--- src/rtl/ysyx_22040210_pcgen_pkg.sv ---
// Shared definitions for the fetch PC generator: FSM encoding, reset PC, bus widths.
// Optional dual-slot fetch groups are enabled by YSYX_22040210_PCGEN_DUALSLOT_EN.
// Pure declarations; no logic, no latency.
package ysyx_22040210_pcgen_pkg;

    // InstAdderBus width
    localparam int INST_ADDR_W = 64;
    // Packet metadata field widths
    localparam int TAKEN_W     = 2;
    localparam int TARGET_W    = INST_ADDR_W;

    localparam logic [INST_ADDR_W-1:0] PCGEN_RESET_PC = 64'h8000_0000;
    localparam logic [INST_ADDR_W-1:0] SLOT_BYTES     = 64'd4;

    typedef enum logic [1:0] {
        ST_REQ  = 2'd0,
        ST_WAIT = 2'd1,
        ST_DROP = 2'd2
    } pcgen_state_t;

    // Sequential successor of a fetch group: one or two 4-byte slots, wrapping.
    function automatic logic [INST_ADDR_W-1:0] seq_next_pc(
        input logic [INST_ADDR_W-1:0] pc,
        input logic                   slot1_ok
    );
        return pc + (slot1_ok ? (SLOT_BYTES << 1) : SLOT_BYTES);
    endfunction

endpackage

--- src/rtl/ysyx_22040210_pcgen_nextpc.sv ---
// Next-PC and slot selection for one fetch group (YSYX_22040210_PCGEN_DUALSLOT_EN enables slot 1).
// Latency: purely combinational.
// Backpressure: none; evaluated every cycle, consumed by the top on the first WAIT cycle.
module ysyx_22040210_pcgen_nextpc
    import ysyx_22040210_pcgen_pkg::*;
(
    input  logic [INST_ADDR_W-1:0] pc,
    input  logic                   bpu1hit,
    input  logic                   bpu2hit,
    input  logic [INST_ADDR_W-1:0] bpu1hitaddr,
    input  logic [INST_ADDR_W-1:0] bpu2hitaddr,
    output logic [INST_ADDR_W-1:0] next_pc,
    output logic                   slot1v,
    output logic [TAKEN_W-1:0]     taken,
    output logic [TARGET_W-1:0]    target
);

    logic slot1_ok;

`ifdef YSYX_22040210_PCGEN_DUALSLOT_EN
    // Slot 1 exists only when the group starts on an 8-byte boundary.
    assign slot1_ok = ~pc[2];
`else
    assign slot1_ok = 1'b0;
`endif

    // Slot 0 prediction wins; slot 1 only counts when it exists and slot 0 falls through.
    always_comb begin
        taken   = '0;
        target  = '0;
        next_pc = seq_next_pc(pc, slot1_ok);
        slot1v  = slot1_ok && !bpu1hit;
        if (bpu1hit) begin
            taken   = 2'b01;
            target  = bpu1hitaddr;
            next_pc = bpu1hitaddr;
        end else if (slot1_ok && bpu2hit) begin
            taken   = 2'b10;
            target  = bpu2hitaddr;
            next_pc = bpu2hitaddr;
        end
    end

endmodule

--- src/rtl/ysyx_22040210_pcgen.sv ---
// Fetch PC generator: one outstanding I-cache request, BPU redirect, back-end flush (YSYX_22040210_PCGEN_DUALSLOT_EN for two-slot groups).
// Latency: request issued in REQ; packet out on the response cycle (BPU bypassed if response is immediate).
// Backpressure: stall blocks new requests only; req_ready_i holds req_pc_o; responses are never dropped by stall.
module ysyx_22040210_pcgen
    import ysyx_22040210_pcgen_pkg::*;
#(
    parameter logic [INST_ADDR_W-1:0] RESET_PC = PCGEN_RESET_PC
) (
    input  logic                   clk,
    input  logic                   rst,
    input  logic                   stall,
    input  logic                   flush_i,
    input  logic [INST_ADDR_W-1:0] flush_pc_i,
    input  logic                   bpu1hit_i,
    input  logic                   bpu2hit_i,
    input  logic [INST_ADDR_W-1:0] bpu1hitaddr_i,
    input  logic [INST_ADDR_W-1:0] bpu2hitaddr_i,
    output logic [INST_ADDR_W-1:0] fetchpc_o,
    output logic                   req_valid_o,
    input  logic                   req_ready_i,
    output logic [INST_ADDR_W-1:0] req_pc_o,
    input  logic                   resp_valid_i,
    output logic                   out_valid_o,
    output logic [INST_ADDR_W-1:0] out_pc_o,
    output logic                   out_slot1v_o,
    output logic [TAKEN_W-1:0]     out_taken_o,
    output logic [TARGET_W-1:0]    out_target_o
);

    pcgen_state_t            state;
    pcgen_state_t            state_nxt;
    logic [INST_ADDR_W-1:0]  pc_q;
    logic                    first_q;
    logic [INST_ADDR_W-1:0]  meta_pc;
    logic                    meta_slot1v;
    logic [TAKEN_W-1:0]      meta_taken;
    logic [TARGET_W-1:0]     meta_target;

    logic [INST_ADDR_W-1:0]  np_pc;
    logic                    np_slot1v;
    logic [TAKEN_W-1:0]      np_taken;
    logic [TARGET_W-1:0]     np_target;
    logic                    accept;
    logic                    resp_ok;

    ysyx_22040210_pcgen_nextpc u_nextpc (
        .pc          (pc_q),
        .bpu1hit     (bpu1hit_i),
        .bpu2hit     (bpu2hit_i),
        .bpu1hitaddr (bpu1hitaddr_i),
        .bpu2hitaddr (bpu2hitaddr_i),
        .next_pc     (np_pc),
        .slot1v      (np_slot1v),
        .taken       (np_taken),
        .target      (np_target)
    );

    assign req_valid_o = (state == ST_REQ) && !stall && !rst;
    assign req_pc_o    = pc_q;
    assign fetchpc_o   = pc_q;
    assign accept      = req_valid_o && req_ready_i;
    assign resp_ok     = (state == ST_WAIT) && resp_valid_i && !flush_i && !rst;

    // Next state: flush overrides everything; a flushed WAIT drops the late response.
    always_comb begin
        state_nxt = state;
        case (state)
            ST_REQ: begin
                if (!flush_i && accept) state_nxt = ST_WAIT;
            end
            ST_WAIT: begin
                if (flush_i)           state_nxt = resp_valid_i ? ST_REQ : ST_DROP;
                else if (resp_valid_i) state_nxt = ST_REQ;
            end
            ST_DROP: begin
                if (!flush_i && resp_valid_i) state_nxt = ST_REQ;
            end
            default: state_nxt = ST_REQ;
        endcase
    end

    // State register.
    always_ff @(posedge clk) begin
        if (rst) state <= ST_REQ;
        else     state <= state_nxt;
    end

    // Fetch PC: redirect on flush, otherwise advance once per request on the BPU-valid cycle.
    always_ff @(posedge clk) begin
        if (rst)                            pc_q <= RESET_PC;
        else if (flush_i)                   pc_q <= flush_pc_i;
        else if (state == ST_WAIT && first_q) pc_q <= np_pc;
    end

    // Marks the first WAIT cycle, when BPU results for the fetched PC are valid.
    always_ff @(posedge clk) begin
        if (rst) first_q <= 1'b0;
        else     first_q <= (state == ST_REQ) && accept && !flush_i;
    end

    // Capture packet metadata alongside the PC advance.
    always_ff @(posedge clk) begin
        if (rst) begin
            meta_pc     <= '0;
            meta_slot1v <= 1'b0;
            meta_taken  <= '0;
            meta_target <= '0;
        end else if (state == ST_WAIT && first_q && !flush_i) begin
            meta_pc     <= pc_q;
            meta_slot1v <= np_slot1v;
            meta_taken  <= np_taken;
            meta_target <= np_target;
        end
    end

    // Packet output: bypass live BPU values when the response beats the metadata capture.
    always_comb begin
        out_valid_o  = 1'b0;
        out_pc_o     = '0;
        out_slot1v_o = 1'b0;
        out_taken_o  = '0;
        out_target_o = '0;
        if (resp_ok) begin
            out_valid_o = 1'b1;
            if (first_q) begin
                out_pc_o     = pc_q;
                out_slot1v_o = np_slot1v;
                out_taken_o  = np_taken;
                out_target_o = np_target;
            end else begin
                out_pc_o     = meta_pc;
                out_slot1v_o = meta_slot1v;
                out_taken_o  = meta_taken;
                out_target_o = meta_target;
            end
        end
    end

endmodule

--- config.mk ---
export PLATFORM = sky130hd
export DESIGN_NAME = ysyx_22040210_pcgen
export DESIGN_NICKNAME = d
export VERILOG_FILES = /design/src/rtl/ysyx_22040210_pcgen_pkg.sv /design/src/rtl/ysyx_22040210_pcgen_nextpc.sv /design/src/rtl/ysyx_22040210_pcgen.sv
export SDC_FILE = /design/constraint.sdc
export NUM_CORES = 1
export LEC_CHECK = 0
export CAP_MARGIN = 15
export CORE_AREA = 3 3 178 180
export CTS_CLUSTER_DIAMETER = 150
export CTS_CLUSTER_SIZE = 16
export DETAILED_ROUTE_END_ITERATION = 16
export DIE_AREA = 0 0 181 183
export HOLD_SLACK_MARGIN = 0.08
export MAX_ROUTING_LAYER = met4
export PLACE_DENSITY = 0.79
export SETUP_SLACK_MARGIN = 0.2
export SYNTH_ARGS = -nofsm -noshare
export SYNTH_HDL_FRONTEND = slang
export SYNTH_SLANG_ARGS = --single-unit
--- constraint.sdc ---
create_clock -name clk -period 3.99 [get_ports clk]
set_clock_uncertainty 0.2 [all_clocks]
set_input_delay 0.798 -clock clk [delete_from_list [all_inputs] [get_ports clk]]
set_output_delay 0.798 -clock clk [all_outputs]
set_load 0.03 [all_outputs]
==> impl_summary.log, run 1 <==
INFO  metric critPathLaunchType = input pin
INFO  metric first_pass_iters = 5
INFO  metric critical_path_peak_fanout = 130
INFO  metric first_global_vias = 12,601
INFO  metric cts.reportedPaths.clkPinSlew = 0.07 ns
INFO  metric fillers = 2,883
INFO  metric arrival = 2.32 ns
INFO  metric yosysWarningCount = 0
INFO  metric hold_path_origin = meta_pc[42]
INFO  metric synth_flop_cell = dfxtp_1
INFO  metric drive_gt1_share = 12.1%
INFO  metric path_cells = clkdlybuf4s50_1 -> nand3b_1 -> buf_12 -> nor2_1 -> buf_12
INFO  metric cts-resized-gates = 0
INFO  metric globalRouteOverflowTotal = 0
INFO  metric synthDominantAreaCellType = dfxtp_1
INFO  metric final_area = 16,300 um^2
INFO  metric slowest_stage_cell_crit_path = buf_12
INFO  metric grtUsageMet3 = 6.56%
INFO  metric multi_input_area = 6920 um^2
INFO  metric powerDensity = 283 nW/um^2
INFO  metric dieWidth = 181 um
INFO  metric hold_viol_final = 0
INFO  metric vias_per_cell = 5.70
INFO  metric worstMarginPinSlew = 1.02 ns
INFO  metric globalRouteTotalUtil = 28.0%
INFO  metric maxSlewViolCount = 0
INFO  metric mostFrequentLayoutCells = clkdlybuf4s50_1, nand2_1, a21oi_1
INFO  metric finish.utilization = 53.9%
INFO  metric gpl.final_weighted_congestion = 0.907
INFO  metric outcome = completed
INFO  metric design.die.area = 33,100 um^2
INFO  metric cts-root-to-sink-buffers = 2
INFO  metric i_o_pin_cnt = 461
INFO  metric portBuffers = 393
INFO  metric cts_root_buffer = clkbuf_16
INFO  metric die_height = 183 um
INFO  metric placement_rows = 64
INFO  metric most_common_cell_after_layout_fill_and_taps_aside = clkdlybuf4s50_1
INFO  metric critPathKind = in -> out
INFO  metric globalRouteMet1Util = 31.5%
INFO  metric vias = 13,167
INFO  metric cts_buffers = 17
INFO  metric detailedRoute.firstIterationViolations = 989
INFO  metric grt_antenna_before_repair = 5
INFO  metric ff_latch_area = 3930 um^2
INFO  metric synthesized_cell_area = 12,000 um^2
INFO  metric route.detailed.wl_per_inst = 20.5 um
INFO  metric postPlaceCellArea = 15,800 um^2
INFO  metric setup.worst_path.start = resp_valid_i
INFO  metric timing.final.crit_share = 83.3%
INFO  metric post_synth_num_cell_types = 69
INFO  metric critPathRequiredTime = 2.99 ns
INFO  metric globalRoute.busiestLayer = met2
INFO  metric clk_latency = 0.44 ns
INFO  metric totalNegativeSetupSlack = 0 ns
INFO  metric leakagePower = 5.38 nW
INFO  metric final_period_minus_worst_setup_slack = 3.32 ns
INFO  metric irDropWorstVdd = 0.209 mV
INFO  metric synth-edff-count = 0
INFO  metric pin_count_of_the_biggest_net_entering_global_routing = 199
INFO  metric synth-async-reset-ratio = 0%
INFO  metric worst_setup_ep_type = output port
INFO  metric setup_repair_after_global_routing_missed_its_margin = false
INFO  metric cts_htree_levels = 4
INFO  metric postSynthCellCount = 1,669
INFO  metric synthTopCellsByArea = dfxtp_1, a21oi_1, nand2_1
INFO  metric drc_errors = 0
INFO  metric max_freq = 301 MHz
INFO  metric grt_pass1_wl = 71,600 um
INFO  metric syn_to_final_growth = 36.0%
INFO  metric cp_common_cell = buf_12
INFO  metric synthesis.area_per_instance = 7.20 um^2
INFO  metric use_met2 = 48.3%
INFO  metric nNetsFinal = 2,098
INFO  metric r2r-start = fetchpc_o[15]
INFO  metric start_util = 39.6%
INFO  metric tritoncts_clock_tree = yes
INFO  metric maxCapViolations = 0
INFO  metric worst_hold_path_type = reg -> reg
INFO  metric finalSetupViolCount = 0
INFO  metric floorplan.core_area = 30,300 um^2
INFO  metric synth.ff_latch_count = 196
INFO  metric ctsHoldBuffers = 0
INFO  metric timing.slew.headroom = 31.7%
INFO  metric fin_worst_hold_slack = 0.254 ns
INFO  metric share_of_synthesized_area_occupied_by_flip_flops_and_latches = 32.6%
INFO  metric synth_top_cell_area_share = 32.6%
INFO  metric total_routed_length = 47,400 um
INFO  metric timing.critical_path.slowest_cell_delay = 0.47 ns
INFO  metric cts_setup_buffers = 0
INFO  metric place_hpwl = 32,500 um
INFO  metric drtAntennaViolNets = 0
INFO  metric clock_sink_count = 196
layer usage:
metal / wire [um] / vias to the layer above
met5: 0 / -
met4: 1820 / 0
met3: 4040 / 103
met2: 23800 / 653
met1: 17800 / 6234
li1: - / 6177
Yosys cell counts (5+ instances only):
cell type	n
buf_4	67
nor4_1	6
buf_2	13
nor2_1	131
mux2i_1	76
o21ai_0	52
or3_1	20
o22ai_1	7
a21o_1	5
clkbuf_1	125
o221ai_1	5
a21oi_1	239
nand4_1	16
and3_1	21
xnor2_1	21
a2111oi_2	8
nand2b_1	65
buf_1	14
xor2_1	17
nand2_1	253
nor3_1	16
nand3_1	163
a2111oi_0	10
a221oi_1	7
dfxtp_1	196
and4_1	7
o211ai_1	5
inv_1	22
a211oi_1	14
flip-flops by register name, summed over array words and instances (netlist names):
register and cells:
meta_pc 64, meta_taken 1, state 2, first_q 1, fetchpc_o 64, meta_target 64
worst max-delay path: cells and delay by family:
family                 cells  cell delay, ns
buffers and inverters      3            1.11
and+or+nand+nor            2            0.33
final timing paths:
path	endpoint	slack, ns	cells past startpoint
max	out_pc_o[14]	0.67	5
min	meta_pc[42]	0.25	2
max reg2reg	fetchpc_o[39]	0.92	6
min reg2reg	meta_pc[42]	0.25	2
power breakdown:
group / total (W) / switching [W] / internal (W) / leakage, nW
sequential: 0.00210 / 0.000101 / 0.00200 / 1.59
combinational: 0.000853 / 0.000479 / 0.000374 / 3.52
clock: 0.00167 / 0.000823 / 0.000851 / 0.265
stage by stage:
step / total power, W / setup slack (ns) / std cells
final: 0.00463 / 0.668 / 2312
after global routing: 0.00481 / 0.568 / 2311
after CTS: 0.00467 / 0.676 / 2306
after floorplan: 0.00260 / 0.524 / 1670
after detailed placement: 0.00299 / 0.681 / 2274
after global placement: 0.00298 / 0.687 / 2274
cells by family (layout without fill, tap and decap cells):
group                      after synthesis  after routing  synth area share [%]
AOI/OAI and AO/OA                      386            386                  19.1
xor gates and xnor gates                38             38                  2.77
adders and majority gates                1              1                 0.104
buffers and inverters                  244            484                  9.92
DFF                                    196            196                  32.6
muxes                                   76             76                  6.33
other                                    1              8                0.0312
and+or+nand+nor                        727            727                  29.1
area by class of cell:
type / instances / share of cell area [%]
Timing Repair Buffer: 429 / 26.6
Sequential cell: 196 / 24.0
Clock buffer: 22 / 2.84
Tap cell: 396 / 3.03
Antenna cell: 6 / 0.0918
Multi-Input combinational cell: 1230 / 42.4
Clock inverter: 10 / 0.536
Inverter: 23 / 0.528
No activity file was read; power rests on OpenSTA's default activity.
==> run 2, diff against run 1 <==
CORE_AREA = unset   (was 3 3 178 180)
CORE_MARGIN = 3   (was unset)
CORE_UTILIZATION = 41   (was unset)
DIE_AREA = unset   (was 0 0 181 183)
PLACE_DENSITY = 0.85   (was 0.79)
clock period = 3 ns   (was 3.99 ns; I/O delays follow)
==> run 2 against run 1 <==
Effect of this change:
- sequential share of layout area shrank 1.4 points
- register-to-register slack got worse by 0.60 ns
- combinational power grew 47%
- critical endpoint is now out_pc_o[54]
- clock power increased by 37%
- global-route usage is 2.3 points higher
- critical path depth shrank 1
- sequential power grew 30%
==> impl_summary.log, run 2 (synthesis gave the netlist of run 1 again) <==
INFO  metric vias_per_cell = 5.73
INFO  metric r2r-start = fetchpc_o[18]
INFO  metric leakagePower = 5.70 nW
INFO  metric clock_sink_count = 196
INFO  metric worst_setup_ep_type = output port
INFO  metric irDropWorstVdd = 0.269 mV
INFO  metric crit_buf_inv = 2
INFO  metric start_util = 41.8%
INFO  metric path_cells = buf_12 -> mux2i_1 -> nor2_1 -> buf_4
INFO  metric r2r_setup_slack = 0.32 ns
INFO  metric cts.reportedPaths.clkPinSlew = 0.07 ns
INFO  metric critical_path_peak_fanout = 119
INFO  metric powerDensity = 362 nW/um^2
INFO  metric vias = 13,529
INFO  metric final_area = 17,400 um^2
INFO  metric first_global_vias = 12,824
INFO  metric detailedRoute.firstIterationViolations = 1,217
INFO  metric critPathLaunchType = register
INFO  metric most_common_cell_after_layout_fill_and_taps_aside = clkdlybuf4s50_1
INFO  metric tritoncts_clock_tree = yes
INFO  metric syn_to_final_growth = 44.4%
INFO  metric whs_path_depth = 2
INFO  metric arrival = 1.97 ns
INFO  metric grt_pass1_wl = 72,500 um
INFO  metric nNetsFinal = 2,162
INFO  metric hold-path-endpoint = meta_pc[53]
INFO  metric slowest_stage_cell_crit_path = mux2i_1
INFO  metric worstMarginPinSlew = 1.10 ns
INFO  metric placement_rows = 62
INFO  metric setup_repair_after_global_routing_missed_its_margin = false
INFO  metric hold_viol_final = 0
INFO  metric final_period_minus_worst_setup_slack = 2.77 ns
INFO  metric grt_antenna_before_repair = 5
INFO  metric critPathRequiredTime = 2.20 ns
INFO  metric cts_htree_levels = 4
INFO  metric die_height = 177 um
INFO  metric fillers = 2,552
INFO  metric drive_gt1_share = 19.1%
INFO  metric drc_errors = 0
INFO  metric cts_buffers = 17
INFO  metric cts-root-to-sink-buffers = 2
INFO  metric worst_hold_path_type = reg -> reg
INFO  metric ctsHoldBuffers = 0
INFO  metric drtAntennaViolNets = 0
INFO  metric r2r_end = fetchpc_o[39]
INFO  metric pin_count_of_the_biggest_net_entering_global_routing = 120
INFO  metric route.detailed.wl_per_inst = 20.5 um
INFO  metric place_hpwl = 35,000 um
INFO  metric maxCapViolations = 0
INFO  metric timing.slew.headroom = 26.7%
INFO  metric finalSetupViolCount = 0
INFO  metric totalNegativeSetupSlack = 0 ns
INFO  metric cts_root_buffer = clkbuf_16
INFO  metric total_routed_length = 48,500 um
INFO  metric mostFrequentLayoutCells = clkdlybuf4s50_1, nand2_1, buf_4
INFO  metric globalRouteOverflowTotal = 0
INFO  metric clk_latency = 0.45 ns
INFO  metric timing.critical_path.slowest_cell_delay = 0.42 ns
INFO  metric floorplan.core_area = 28,800 um^2
INFO  metric first_pass_iters = 6
INFO  metric design.die.area = 31,400 um^2
INFO  metric critPathKind = reg -> out
INFO  metric worst_reg2reg_path_depth = 7
INFO  metric hold_path_origin = meta_pc[53]
INFO  metric outcome = completed
INFO  metric globalRouteTotalUtil = 30.2%
INFO  metric timing.final.crit_share = 92.2%
INFO  metric crit_family = buffers and inverters
INFO  metric postPlaceCellArea = 16,700 um^2
INFO  metric portBuffers = 393
INFO  metric dieWidth = 177 um
INFO  metric maxSlewViolCount = 0
INFO  metric gpl.final_weighted_congestion = 0.932
INFO  metric max_freq = 361 MHz
INFO  metric i_o_pin_cnt = 461
run 2: changes by cell type in the layout (fill, tap and decap cells not counted), moves of 4 or more:
| cell | change |
|---|---|
| a21oi_4 | +64 |
| buf_12 | -23 |
| buf_6 | +4 |
| a21oi_1 | -64 |
| buf_4 | +83 |
| inv_6 | -4 |
| nor2_2 | +5 |
| nor2_1 | -6 |
run 2: what timing repair did:
action / in CTS / in global routing
setup buffers: 1 / 0
endpoints found under the setup margin: 101 / 58
cloned: 1 / 0
resized for setup: 8 / 11
pin swaps: 1 / 0
run 2: per-layer routing:
metal	wire, um	vias to the layer above	global-route usage [%]
met3	4210	96	6.97
met5	0	-	-
met4	1840	0	12.2
li1	-	6307	-
met2	24900	664	53.4
met1	17500	6462	32.8
run 2: area by class of cell:
type                       count  area (um^2)  share of cell area (%)
clock inverter                13          116                   0.671
sequential                   196         3930                    22.7
clock buffer                  19          453                    2.61
tap                          384          480                    2.77
timing repair buffer         493         4600                    26.5
inverter                      23         86.3                   0.498
antenna                        5         12.5                  0.0721
multi-input combinational   1230         7670                    44.2
run 2: tightest hold or removal path, stage by stage, from the launching register on:
cell and delay (ns):
dfxtp_1 0.31, nand2_1 0.05, a21oi_1 0.05
run 2: power by group:
part	internal [W]	switching (W)	leakage, nW
Clock	0.00114	0.00115	0.273
Combinational	0.000541	0.000711	3.83
Sequential	0.00266	0.0000737	1.60
run 2: metrics by stage:
stage	setup slack (ns)	cells	util [%]	power [W]	hold slack (ns)
finish	0.233	2363	60.3	0.00627	0.256
global route	0.200	2363	60.3	0.00645	0.267
CTS	0.217	2358	60.1	0.00630	0.257
detailed placement	0.0804	2324	58.0	0.00403	0.246
global placement	0.125	2324	58.0	0.00402	0.241
floorplan	0.181	1670	-	0.00346	0.236
run 2: worst max-delay path by stage:
stage	start	to	slack, ns	depth (start not counted)
4_1_cts	state[1]	out_pc_o[7]	0.22	7
5_1_grt	fetchpc_o[18]	fetchpc_o[39]	0.20	7
2_1_floorplan	bpu1hit_i	out_target_o[10]	0.18	6
6_report	first_q	out_pc_o[54]	0.23	4
3_3_place_gp	resp_valid_i	out_target_o[61]	0.12	6
3_5_place_dp	resp_valid_i	out_target_o[61]	0.08	6
==> run 3, diff against run 2 <==
CORE_AREA = 3 3 178 180   (was unset)
CORE_MARGIN = unset   (was 3)
CORE_UTILIZATION = unset   (was 41)
DIE_AREA = 0 0 181 183   (was unset)
PLACE_DENSITY = 0.79   (was 0.85)
clock period = 2.9 ns   (was 3 ns; I/O delays follow)
==> run 3 against run 2 <==
Effect of this change:
- cell count is 0.85% higher
- global-route usage is 1.1 points lower
- combinational power is 5% higher
- sequential power is 4% higher
- largest power group unchanged
- final area is 2.1% higher
- non-clock buffer count is 6 higher
- clock power is 5% higher
- first-iteration DRC count is 14% lower
- sequential share of layout area is 0.45 points lower
- die area is 5.5% higher
- hold slack hardly changed
==> impl_summary.log, run 3 (synthesis gave the netlist of run 1 again) <==
INFO  metric dieWidth = 181 um
INFO  metric setup_repair_after_global_routing_missed_its_margin = true
INFO  metric cts_htree_levels = 4
INFO  metric syn_to_final_growth = 47.4%
INFO  metric max_freq = 365 MHz
INFO  metric leakagePower = 5.79 nW
INFO  metric cts_root_buffer = clkbuf_16
INFO  metric globalRouteOverflowTotal = 0
INFO  metric critPathKind = in -> out
INFO  metric final_period_minus_worst_setup_slack = 2.74 ns
INFO  metric worst_hold_path_type = reg -> reg
INFO  metric timing.final.crit_share = 94.4%
INFO  metric maxCapViolations = 0
INFO  metric vias_per_cell = 5.70
INFO  metric cts.reportedPaths.clkPinSlew = 0.07 ns
INFO  metric floorplan.core_area = 30,300 um^2
INFO  metric nNetsFinal = 2,168
INFO  metric total_routed_length = 49,600 um
INFO  metric detailedRoute.firstIterationViolations = 1,042
INFO  metric totalNegativeSetupSlack = 0 ns
INFO  metric first_global_vias = 13,044
INFO  metric cts_buffers = 17
INFO  metric grt_pass1_wl = 74,700 um
INFO  metric worst_setup_ep_type = output port
INFO  metric worstMarginPinSlew = 0.868 ns
INFO  metric portBuffers = 393
INFO  metric tritoncts_clock_tree = yes
INFO  metric path_cells = buf_4 -> inv_1 -> and3_1 -> nand3b_1 -> buf_12 -> buf_12 -> clkbuf_16 -> a21oi_4 -> buf_12
INFO  metric vias = 13,589
INFO  metric cp_common_cell = buf_12
INFO  metric outcome = completed
INFO  metric powerDensity = 370 nW/um^2
INFO  metric fillers = 2,735
INFO  metric placement_rows = 64
INFO  metric finish.utilization = 58.4%
INFO  metric i_o_pin_cnt = 461
INFO  metric slowest_stage_cell_crit_path = buf_12
INFO  metric finalSetupViolCount = 0
INFO  metric hold_viol_final = 0
INFO  metric timing.critical_path.slowest_cell_delay = 0.20 ns
INFO  metric critPathRequiredTime = 2.12 ns
INFO  metric drtAntennaViolNets = 0
INFO  metric critPathLaunchType = input pin
INFO  metric clk_latency = 0.44 ns
INFO  metric pin_count_of_the_biggest_net_entering_global_routing = 106
INFO  metric maxSlewViolCount = 0
INFO  metric drive_gt1_share = 19.7%
INFO  metric grt_antenna_before_repair = 8
INFO  metric irDropWorstVdd = 0.357 mV
INFO  metric mostFrequentLayoutCells = clkdlybuf4s50_1, nand2_1, dfxtp_1
INFO  metric arrival = 1.96 ns
INFO  metric place_hpwl = 35,600 um
INFO  metric die_height = 183 um
INFO  metric start_util = 39.6%
INFO  metric route.detailed.wl_per_inst = 20.8 um
INFO  metric clock_sink_count = 196
INFO  metric first_pass_iters = 7
INFO  metric drc_errors = 0
INFO  metric gpl.final_weighted_congestion = 0.911
INFO  metric critical_path_peak_fanout = 8
INFO  metric ctsHoldBuffers = 0
INFO  metric timing.slew.headroom = 42.1%
INFO  metric globalRouteTotalUtil = 29.1%
INFO  metric design.die.area = 33,100 um^2
INFO  metric most_common_cell_after_layout_fill_and_taps_aside = clkdlybuf4s50_1
INFO  metric cts-root-to-sink-buffers = 2
## run 3: cell types whose count changed in the layout (fill, tap and decap cells not counted), sizes merged
cell,delta
bufinv,+1
bufbuf,-1
clkinv,-4
diode,+3
buf,+6
inv,+3
## run 3: critical path, delay by kind of cell
kind	cells	cell delay, ns
buf+inv	6	0.87
simple gates	2	0.34
compound gates	1	0.15
## run 3: per-stage QoR
stage	cells	setup slack [ns]	power (W)	hold WS, ns	instance area, um^2
after global placement	2334	0.111	0.00417	0.241	16800
after detailed placement	2334	0.106	0.00419	0.246	16800
after floorplan	1670	0.243	0.00358	0.236	12800
final	2383	0.161	0.00655	0.255	17700
after global routing	2383	0.116	0.00676	0.273	17700
after CTS	2370	0.191	0.00657	0.256	17500
## run 3: area by class of cell
class                      instances  area [um^2]  share of cell area [%]
antenna                            8         20.0                   0.113
clock buffer                      18          429                    2.42
timing repair buffer             499         4900                    27.7
sequential                       196         3930                    22.2
clock inverter                    13          139                   0.784
tap                              396          495                    2.80
inverter                          23         86.3                   0.487
multi-input combinational       1230         7710                    43.5
## run 3: power breakdown
part / internal (W) / switching (W)
logic: 0.000569 / 0.000743
registers: 0.00275 / 0.0000785
clock network: 0.00122 / 0.00119
## run 3: final timing paths
| check | from | endpoint | slack (ns) | depth (start not counted) |
|---|---|---|---|---|
| max reg2reg | fetchpc_o[9] | fetchpc_o[51] | 0.30 | 6 |
| min reg2reg | meta_pc[28] | meta_pc[28] | 0.26 | 2 |
| max | flush_i | out_target_o[16] | 0.16 | 9 |
| min | meta_pc[28] | meta_pc[28] | 0.26 | 2 |
## run 3: repair_timing
action / 4_1_cts / 5_1_grt
gates resized for setup: 21 / 27
pin swaps: 1 / 0
gates cloned: 2 / 1
setup endpoints to repair: 98 / 87
buffers inserted: 3 / 3
## run 3: per-layer routing
layer	vias up	share of wire, %	global-route usage (%)
met2	594	51	50.8
met1	6564	37	32.8
met4	0	4.0	11.6
met3	115	7.6	6.05
met5	-	0	-
li1	6316	-	-
==> edit 1: new RTL, flow settings as in run 2 <==
Add a define of `YSYX_22040210_PCGEN_DUALSLOT_EN`.
--- a/src/rtl/ysyx_22040210_pcgen_nextpc.sv
+++ b/src/rtl/ysyx_22040210_pcgen_nextpc.sv
@@ -1,6 +1,8 @@
 // Next-PC and slot selection for one fetch group (YSYX_22040210_PCGEN_DUALSLOT_EN enables slot 1).
 // Latency: purely combinational.
 // Backpressure: none; evaluated every cycle, consumed by the top on the first WAIT cycle.
+`define YSYX_22040210_PCGEN_DUALSLOT_EN
+
 module ysyx_22040210_pcgen_nextpc
     import ysyx_22040210_pcgen_pkg::*;
 (
Function: changed (a bounded check fails within 4 cycles, from zero or initial values and one cycle with rst high).
==> edit 1 against run 2 <==
Synthesized cell count down 5.6%; power grew 7.6%; final area is 12% higher; routed wire length up 19%; combinational power rose by 30%; core utilization up 8.4 points; critical path depth up 4; setup slack worse by 0.14 ns; first-iteration DRC count increased by 17%; via count up 9.2%; clock power rose by 3%; sequential cell count is 2 higher; synthesized area shrank 0.83%; critical path type unchanged; critical endpoint is now out_target_o[17]; largest cell class unchanged; highest routed layer unchanged.
==> edit 1: results (changes against run 2) <==
Flop pwr share - 41.0% (-2.5 points)
Max Freq - 344 MHz (-4.8%)
post-CTS sizing - 93 (+85)
Total Routing Usage GR - 35.0% (+4.8 points)
Gate Count Post-Synth - 1576 (-5.6%)
top cells by count, synth - nor2_1, nand2_1, dfxtp_1, a21oi_1, clkbuf_1
DP Worst Slack - -0.185 ns (-0.265 ns)
vias in the first global route - 14200 (+11%)
fin cells - 2424 (+2.6%)
total wire length - 57700 um (+19%)
status - finished, final reports clean
Power Clock - 2.35 mW (+3%)
mux cell area share after synthesis - 5.72% (-0.61 points)
vias per std cell - 6.09 (+6.4%)
GR Util met1 - 42.6% (+9.8 points)
global routing met3 resource utilization - 8.28% (+1.3 points)
antenna violations before repair - 3 (-2)
first-pass GRT wire length - 82800 um (+14%)
Clock Power Share - 34.8% (-1.7 points)
gpl congestion - 0.926 (-0.63%)
setup repair bufs after CTS - 12 (+11)
GR Util met2 - 56.2% (+2.8 points)
CP arrival - 2.11 ns (+0.14 ns)
Area after DPL - 17500 sq um (+4.7%)
slowest stage delay, CP - 0.33 ns (-0.09 ns)
DRT Pass-1 Iters - 7 (+1)
[edit 1: changes by cell type after synthesis, moves of 21 or more]
cell,delta
nand2b_1,-56
a22oi_1,+59
nand3_1,-142
a211oi_1,+87
a221oi_1,+21
a21oi_1,-118
nand2_1,-49
nor2_1,+121
[edit 1: final cells by class]
| type | instances | area [sq um] |
|---|---|---|
| Tap cell | 378 | 473 |
| Clock buffer | 19 | 443 |
| Multi-Input combinational cell | 1139 | 7710 |
| Inverter | 18 | 67.6 |
| Fill cell | 2079 | 8850 |
| Clock inverter | 13 | 138 |
| Timing Repair Buffer | 656 | 6580 |
| Antenna cell | 3 | 7.51 |
| Sequential cell | 198 | 3970 |
[edit 1: how the worst min path moves through the flow]
stage                    end  cells after the start
5_1_grt          meta_pc[33]                      2
4_1_cts           meta_pc[2]                      2
2_1_floorplan     meta_pc[0]                      2
3_5_place_dp     meta_pc[59]                      2
6_report         meta_pc[37]                      2
3_3_place_gp   meta_taken[1]                      2
==> edit 2: new RTL, settings of run 2 <==
Without the edit above. Re-encode `pcgen_state_t` (3 states) as one-hot, 3 bits wide.
--- a/src/rtl/ysyx_22040210_pcgen_pkg.sv
+++ b/src/rtl/ysyx_22040210_pcgen_pkg.sv
@@ -12,10 +12,10 @@
     localparam logic [INST_ADDR_W-1:0] PCGEN_RESET_PC = 64'h8000_0000;
     localparam logic [INST_ADDR_W-1:0] SLOT_BYTES     = 64'd4;
 
-    typedef enum logic [1:0] {
-        ST_REQ  = 2'd0,
-        ST_WAIT = 2'd1,
-        ST_DROP = 2'd2
+    typedef enum logic [2:0] {
+        ST_REQ  = 3'b001,
+        ST_WAIT = 3'b010,
+        ST_DROP = 3'b100
     } pcgen_state_t;
 
     // Sequential successor of a fetch group: one or two 4-byte slots, wrapping.
Behaviour: same outputs for any inputs over 4 cycles, from zero or initial values and one cycle with rst high; so few cycles prove little.
==> edit 2 against run 2 <==
Power increased by 1.5%; final area is 5.0% higher; maximum frequency is 0.11% higher; setup slack better by 0.0030 ns; sequential cell count increased by 1; register-to-register slack got worse by 0.06 ns; sequential power grew 2%; combinational power up 6%; non-clock buffer count is 4 higher; hold slack barely moved; synthesized area rose by 1.9%; routed wire length grew 7.0%; critical endpoint is now out_target_o[33]; largest power group unchanged; highest routed layer unchanged.
==> edit 2: results (changes against run 2) <==
status - finished, final reports clean
Final HPWL DP - 36800 um (+5.4%)
Leakage - 5.80 nW (+1.9%)
R2R Setup Slk - 0.26 ns (-0.06 ns)
DRC marker count from the first detailed-route iteration - 1395 (+15%)
RR Endpoint - fetchpc_o[53]
r2r worst-path depth - 7 (unchanged)
Net Sw Frac - 31.5% (+0.60 points)
post-synthesis compound-gate area fraction - 19.4% (+0.33 points)
nets@finish - 2227 (+3.0%)
distinct cell type count after synthesis - 65 (-5.8%)
Clk Latency, worst-skew pair - 0.43 ns (-0.02 ns)
mux cell area share after synthesis - 7.13% (+0.80 points)
vias after detailed routing - 14400 (+6.2%)
Max Root-Sink Buffers - 2 (unchanged)
Gate Count Post-Synth - 1745 (+4.6%)
Area after DPL - 17400 sq um (+4.2%)
proportion of netlist area held by the largest area contributor - 32.2% (-0.46 points)
first-pass GRT wire length - 77500 um (+6.9%)
fin cells - 2433 (+3.0%)
Max-slew headroom - 36.1% (+9.4 points)
XOR/XNOR Fraction of Synth Area - 1.00% (-1.8 points)
GR Util met1 - 36.2% (+3.5 points)
CTS Buf Count - 17 (unchanged)
Synth Flop Type - dfxtp_1
Crit Reg-Reg Startpoint - fetchpc_o[4]
DRT Pass-1 Iters - 6 (unchanged)
Root Driver - clkbuf_16
Total Routing Usage GR - 31.9% (+1.6 points)
CP endpoint - out_target_o[33]
Synth area leaders - dfxtp_1, a21oi_1, nand2_1, nand3_1, mux2i_1
CP startpoint - state[1]
slowest stage delay, CP - 0.37 ns (-0.05 ns)
total wire length - 51900 um (+7.0%)
Syn. warnings - 0 (unchanged)
top cells by count, synth - nand2_1, a21oi_1, dfxtp_1, nand3_1
register area share after synthesis - 32.2% (-0.46 points)
Synth Area in Adders - 0.102% (-0.0020 points)
worst vdd ir - 0.396 mV (+47%)
GR Util met2 - 55.1% (+1.7 points)
largest net degree at the start of global routing - 175 (+46%)
CP max stage cell - dfxtp_4
crit path max fanout - 6 (-95%)
antenna violations before repair - 9 (+4)
gpl congestion - 0.950 (+1.9%)
fillers - 2460 (-3.6%)
CP arrival - 1.96 ns
global routing met3 resource utilization - 6.71% (-0.26 points)
share of cells above drive strength 1 - 17.8% (-1.3 points)
==> edit 2: how the worst min path moves through the flow <==
stage / slack [ns] / depth (start not counted) / to / start
5_1_grt: 0.27 / 2 / meta_pc[17] / meta_pc[17]
2_1_floorplan: 0.24 / 2 / meta_pc[0] / meta_pc[0]
3_5_place_dp: 0.25 / 2 / meta_pc[63] / meta_pc[63]
3_3_place_gp: 0.24 / 2 / meta_pc[13] / meta_pc[13]
4_1_cts: 0.26 / 2 / meta_pc[63] / meta_pc[63]
6_report: 0.26 / 2 / meta_pc[61] / meta_pc[61]
==> edit 2: layout make-up <==
cell class	count	share of cell area, %
timing repair buffer	497	28.8
inverter	16	0.330
sequential	197	21.7
multi-input combinational	1297	43.3
clock inverter	12	0.625
antenna	10	0.137
tap	384	2.64
clock buffer	20	2.45
==> edit 2: critical path: cells and delay by family, from the launching register on <==
kind / cells / cell delay (ns)
buf+inv: 5 / 0.67
flops: 1 / 0.37
simple gates: 2 / 0.33
compound gates: 1 / 0.14
==> edit 2: cell families (layout without fill, tap and decap cells) <==
| kind of cell | Yosys count | after routing |
|---|---|---|
| adder cells (fa/ha/maj) | 1 | 1 |
| multiplexers | 87 | 87 |
| other | 1 | 12 |
| buffers and inverters | 252 | 545 |
| XOR/XNOR | 14 | 14 |
| flip-flops | 197 | 197 |
| AND/OR/NAND/NOR | 776 | 776 |
| AO/OA/AOI/OAI | 417 | 417 |
==> edit 2: what timing repair did <==
action,in CTS,in global routing
pin swaps,1,0
gates resized for setup,13,11
setup endpoints to repair,131,79
buffers inserted,0,6
gates cloned,2,2
==> edit 2: metal layers <==
layer  vias to the layer above  routed length [um]
li1                       6610                   -
met1                      6869               19000
met2                       776               25900
met3                       119                4860
met4                         0                2080
met5                         -                   0
==> edit 2: power by group through the flow <==
| stage | Clock [mW] | Combinational (mW) | Sequential [mW] |
|---|---|---|---|
| 6_report | 2.27 | 1.32 | 2.78 |
| 5_1_grt | 2.41 | 1.39 | 2.79 |
| 4_1_cts | 2.30 | 1.29 | 2.78 |
| 3_5_place_dp | 0 | 1.28 | 2.84 |
| 3_3_place_gp | 0 | 1.26 | 2.84 |
| 2_1_floorplan | 0 | 0.612 | 2.91 |
==> edit 2: through the flow <==
stage | util [%] | worst slack [ns]
floorplan | - | 0.194
global placement | 59.7 | 0.158
detailed placement | 59.7 | 0.104
CTS | 62.1 | 0.176
global route | 62.6 | 0.167
finish | 62.6 | 0.236
